File: config.mk
export PLATFORM = sky130hd
export DESIGN_NAME = sopc_bus_ctrl
export DESIGN_NICKNAME = d
export VERILOG_FILES = /design/src/rtl/sopc_bus_ctrl.sv
export SDC_FILE = /design/constraint.sdc
export NUM_CORES = 1
export LEC_CHECK = 0
export BUFFER_PORTS_ARGS = -buffer_cell sky130_fd_sc_hd__buf_2
export CAP_MARGIN = 20
export CORE_AREA = 3 3 132 134
export CTS_CLUSTER_SIZE = 10
export DETAILED_ROUTE_END_ITERATION = 6
export DIE_AREA = 0 0 135 137
export HOLD_SLACK_MARGIN = 0.03
export PLACE_DENSITY = 0.73
export SLEW_MARGIN = 20
export SYNTH_ARGS = -nofsm -noshare
export SYNTH_HDL_FRONTEND = slang
export SYNTH_SLANG_ARGS = --single-unit
File: constraint.sdc
create_clock -name clk -period 5.05 [get_ports clk]
set_input_delay 1.01 -clock clk [delete_from_list [all_inputs] [get_ports clk]]
set_output_delay 1.01 -clock clk [all_outputs]
set_load 0.05 [all_outputs]
File: src/rtl/sopc_bus_ctrl.sv
// CPU-to-slave bus controller: decodes m_addr[31:28] into a one-hot slave request and
// stalls the CPU until ack. Optional REQ timeout when SOPC_BUS_TIMEOUT_EN is defined.
module sopc_bus_ctrl #(
   parameter int NUM_SLV     = 4,
   parameter int TIMEOUT_CYC = 16
) (
   input  logic                   clk,
   input  logic                   rst,
   input  logic                   m_ce,
   input  logic                   m_we,
   input  logic [31:0]            m_addr,
   input  logic [3:0]             m_sel,
   input  logic [31:0]            m_wdata,
   output logic [31:0]            m_rdata,
   output logic                   m_stall,
   output logic                   m_err,
   output logic [31:0]            err_addr,
   output logic [NUM_SLV-1:0]     s_req,
   output logic                   s_we,
   output logic [31:0]            s_addr,
   output logic [3:0]             s_sel,
   output logic [31:0]            s_wdata,
   input  logic [32*NUM_SLV-1:0]  s_rdata,
   input  logic [NUM_SLV-1:0]     s_ack
);

   typedef enum logic [1:0] {IDLE, REQ, DONE, ERR} state_t;
   state_t state;

   logic               legal;
   logic [NUM_SLV-1:0] dec;
   logic               ack_hit;
   logic [31:0]        sel_rdata;

   assign legal   = ({28'd0, m_addr[31:28]} < 32'(NUM_SLV));
   // Masking with the registered one-hot s_req drops acks from unselected slaves.
   assign ack_hit = |(s_ack & s_req);
   assign m_stall = ((state == IDLE) && m_ce) || (state == REQ);

   always_comb begin
      dec       = '0;
      sel_rdata = '0;
      for (int i = 0; i < NUM_SLV; i++) begin
         dec[i] = (m_addr[31:28] == 4'(i));
         if (s_req[i]) sel_rdata = sel_rdata | s_rdata[32*i +: 32];
      end
   end

`ifdef SOPC_BUS_TIMEOUT_EN
   logic [7:0] cnt;
`endif

   always_ff @(posedge clk) begin
      if (!rst) begin
         state    <= IDLE;
         s_req    <= '0;
         s_we     <= 1'b0;
         s_addr   <= '0;
         s_sel    <= '0;
         s_wdata  <= '0;
         m_rdata  <= '0;
         m_err    <= 1'b0;
         err_addr <= '0;
`ifdef SOPC_BUS_TIMEOUT_EN
         cnt      <= '0;
`endif
      end else begin
         m_err <= 1'b0;
         case (state)
            IDLE: begin
               if (m_ce) begin
                  if (legal) begin
                     s_we    <= m_we;
                     s_addr  <= m_addr;
                     s_sel   <= m_sel;
                     s_wdata <= m_wdata;
                     s_req   <= dec;
`ifdef SOPC_BUS_TIMEOUT_EN
                     cnt     <= '0;
`endif
                     state   <= REQ;
                  end else begin
                     err_addr <= m_addr;
                     m_rdata  <= '0;
                     m_err    <= 1'b1;
                     state    <= ERR;
                  end
               end
            end
            REQ: begin
               // Ack is checked first so an ack in the last permitted cycle beats the timeout.
               if (ack_hit) begin
                  m_rdata <= s_we ? 32'd0 : sel_rdata;
                  s_req   <= '0;
                  state   <= DONE;
               end
`ifdef SOPC_BUS_TIMEOUT_EN
               else if (cnt == 8'(TIMEOUT_CYC - 1)) begin
                  err_addr <= s_addr;
                  m_rdata  <= '0;
                  m_err    <= 1'b1;
                  s_req    <= '0;
                  state    <= ERR;
               end else begin
                  cnt <= cnt + 8'd1;
               end
`endif
            end
            DONE:    state <= IDLE;
            ERR:     state <= IDLE;
            default: state <= IDLE;
         endcase
      end
   end

endmodule

==> out/qor.yml <==
worst_setup_path:
  cp.arrival_ns: 3.00
  startpoint: "m_ce"
  startpoint_type: "input pin"
  critPathMaxFanout: 47
  rrSetupSlack_ns: 2.54
  r2r-start: "s_req[1]$_SDFFE_PN0P_"
  crit_type: "in2reg"
  cp_top_family: "simple AND/OR/NAND/NOR gates"
  crit_required_ns: 5.39
  critPathBufInv: 2
  path_cells: "buf_2 -> nor3b_2 -> and2_2 -> buf_4 -> nand2_1 -> a21oi_1"
  crit_slowest_cell: "and2_2"
  cp-end-kind: "flip-flop"
  cp_slowest_stage_delay_ns: 0.87
grt:
  grt_pass1_vias: 5753
  grt_usage_pct: 19.1
  grt_max_degree: 103
  antenna_found_initial: 1
  grt_overflow: 0
  grt_first_pass_wirelength_um: 28300
placed_design:
  gp_congestion: 0.785
  portBuffers: 342
  dp_hpwl_um: 13600
clock_tree:
  root_buffer: "clkbuf_16"
  cts-resized-gates: 0
  path_clk_slew_ns: 0.06
  max-clock-path-buffers: 2
  cts_buffers: 17
  clk_latency_ns: 0.42
  clock_sinks: 140
  cts_setup_buffers: 0
  cts_hold_buffers: 0
  cts_max_level: 4
  cts_tree: "done"
floorplan:
  die_h_um: 137
  ioPinCount: 343
  die_x_um: 135
  num_rows: 47
  core_mm2: 0.0164
  start_util_pct: 34.7
  die_area_mm2: 0.0185
finish:
  drive_above_1_share_pct: 37.5
  area_growth_pct: 43.4
  diodes: 0
  nets: 1243
routing:
  wirelength_um: 18800
  via_per_inst: 4.82
  drc: 0
  drt_iter0_markers: 312
  ant_nets: 0
  dr.pass1.iters: 6
  dr_total_vias: 6132
  wl_per_cell_um: 14.8
pwr:
  switching_share_pct: 29.1
  finalPower_uw: 2950
  p_comb_share_pct: 14.8
  vdd_drop_max_mv: 0.210
  seq_power_share_pct: 39.5
  pwr_density_cell_mw_per_mm2: 361
  power.switching_uw: 857
  leakage_uw: 0.00395
  intPower_uw: 2090
  pwr-share-clk_pct: 45.7
sta:
  final.setup_skew_ns: 0.0152
  whs_ns: 0.450
  relSlewSlack_pct: 30.2
  final_max_slew_viol_count: 0
  tns_ns: 0
  finalHoldViolCount: 0
  min_period_over_period_pct: 52.6
  setup_viol_count_final: 0
  finalCriticalPeriod_ns: 2.66
  fmax_mhz: 376
  max_slew.worst_pin.slew_ns: 1.05
  rsz0062_at_grt: "no"
synthesis:
  syn_area_mm2: 0.00569
  syn-num-nets: 930
  ys_seq_area_share_pct: 49.3
  ys_ff_latch: 140
  ys_types: 23
  syn_avg_cell_area_um2: 7.83
  synthCells: 726
  synth_warnings: 0
outcome:
  outcome: "completed"
hold_path:
  hp-class: "reg2reg"
  min_from: "s_wdata[29]$_SDFFE_PN0P_"
flow_run:
  maxCapViolations: 0
[sequential cells by signal, summed over array words and instances, names as in the netlist]
signal    cells
s_req         4
s_addr       32
err_addr     32
m_rdata      32
s_wdata      32
m_err         1
s_we          1
state         2
s_sel         4
[area by class of cell]
cell class / instances / area [um^2]
clock buffer: 17 / 425
clock inverter: 15 / 214
fill: 1608 / 8250
inverter: 2 / 8.76
multi-input combinational: 525 / 2640
sequential: 140 / 2800
tap: 220 / 275
timing repair buffer: 353 / 1790
[metrics by stage]
stage | instances | utilization [%] | instance area (um^2) | setup WS [ns]
finish | 1272 | 49.7 | 8160 | 2.39
global route | 1272 | 49.7 | 8160 | 2.22
CTS | 1272 | 49.7 | 8160 | 2.36
detailed placement | 1240 | 45.8 | 7520 | 1.93
global placement | 1240 | 45.8 | 7520 | 2.03
floorplan | 726 | - | 5690 | 2.36
[routing by layer]
metal | track usage (%) | vias to the layer above | wire (um)
met4 | 5.99 | 0 | 233
li1 | - | 3052 | -
met2 | 34.2 | 258 | 9610
met3 | 4.38 | 17 | 1320
met1 | 22.8 | 2805 | 7630
met5 | 0 | - | 0
[cell usage in the layout, fill, tap and decap left out, drive strengths merged, types with 2 or more instances in the layout]
| master | n |
|---|---|
| buf | 353 |
| nand2 | 300 |
| dfxtp | 140 |
| a21oi | 100 |
| a22oi | 64 |
| mux2i | 36 |
| clkbuf | 17 |
| inv | 11 |
| nor2 | 7 |
| and3 | 3 |
| bufinv | 3 |
| nand3b | 2 |
| o21ai | 2 |
| clkinv | 2 |
| nor3 | 2 |
[worst reg2reg max path: stages, from the launching register on]
cell and delay, ns:
dfxtp_1 0.30, buf_4 0.24, a222oi_1 0.56, and3b_1 0.29, a211o_2 0.74, mux2i_1 0.32
[cells in the mapped netlist, drive strengths merged]
cell	n	area (um^2)
and3b	1	8.76
o21ai	2	10.0
nand2b	1	6.26
clkbuf	46	173
a21oi	100	500
nor3	2	10.0
nor2	7	26.3
a222oi	1	10.0
nand3b	2	15.0
a211o	1	8.76
nor2b	1	6.26
inv	2	7.51
or3b	1	8.76
nor3b	1	12.5
mux2i	36	360
nand2	300	1130
a22oi	64	480
nand3	1	5.00
and2	1	6.26
and3	3	18.8
buf	13	83.8
dfxtp	140	2800
[cells by family (layout without fill, tap and decap cells)]
family | count (synthesis) | after routing | share of synthesized area (%)
AOI/OAI and AO/OA | 168 | 168 | 17.8
muxes | 36 | 36 | 6.34
buffers and inverters | 61 | 387 | 4.64
and+or+nand+nor | 321 | 321 | 22.0
DFF | 140 | 140 | 49.3
[path summary, 6_finish.rpt]
kind                                            endpoint  cells past startpoint
worst max-delay path             s_wdata[9]$_SDFFE_PN0P_                      6
worst min-delay path            s_wdata[29]$_SDFFE_PN0P_                      2
worst max register to register   m_rdata[5]$_SDFFE_PN0P_                      5
worst min register to register  s_wdata[29]$_SDFFE_PN0P_                      2
[power groups by stage]
| stage | combinational, uW | clock [uW] | sequential [uW] |
|---|---|---|---|
| 2_1_floorplan | 158 | 0 | 1310 |
| 4_1_cts | 440 | 1380 | 1160 |
| 5_1_grt | 472 | 1420 | 1170 |
| 6_report | 436 | 1350 | 1160 |
| 3_5_place_dp | 439 | 0 | 1190 |
| 3_3_place_gp | 436 | 0 | 1190 |
No activity file was read; power rests on OpenSTA's default activity.
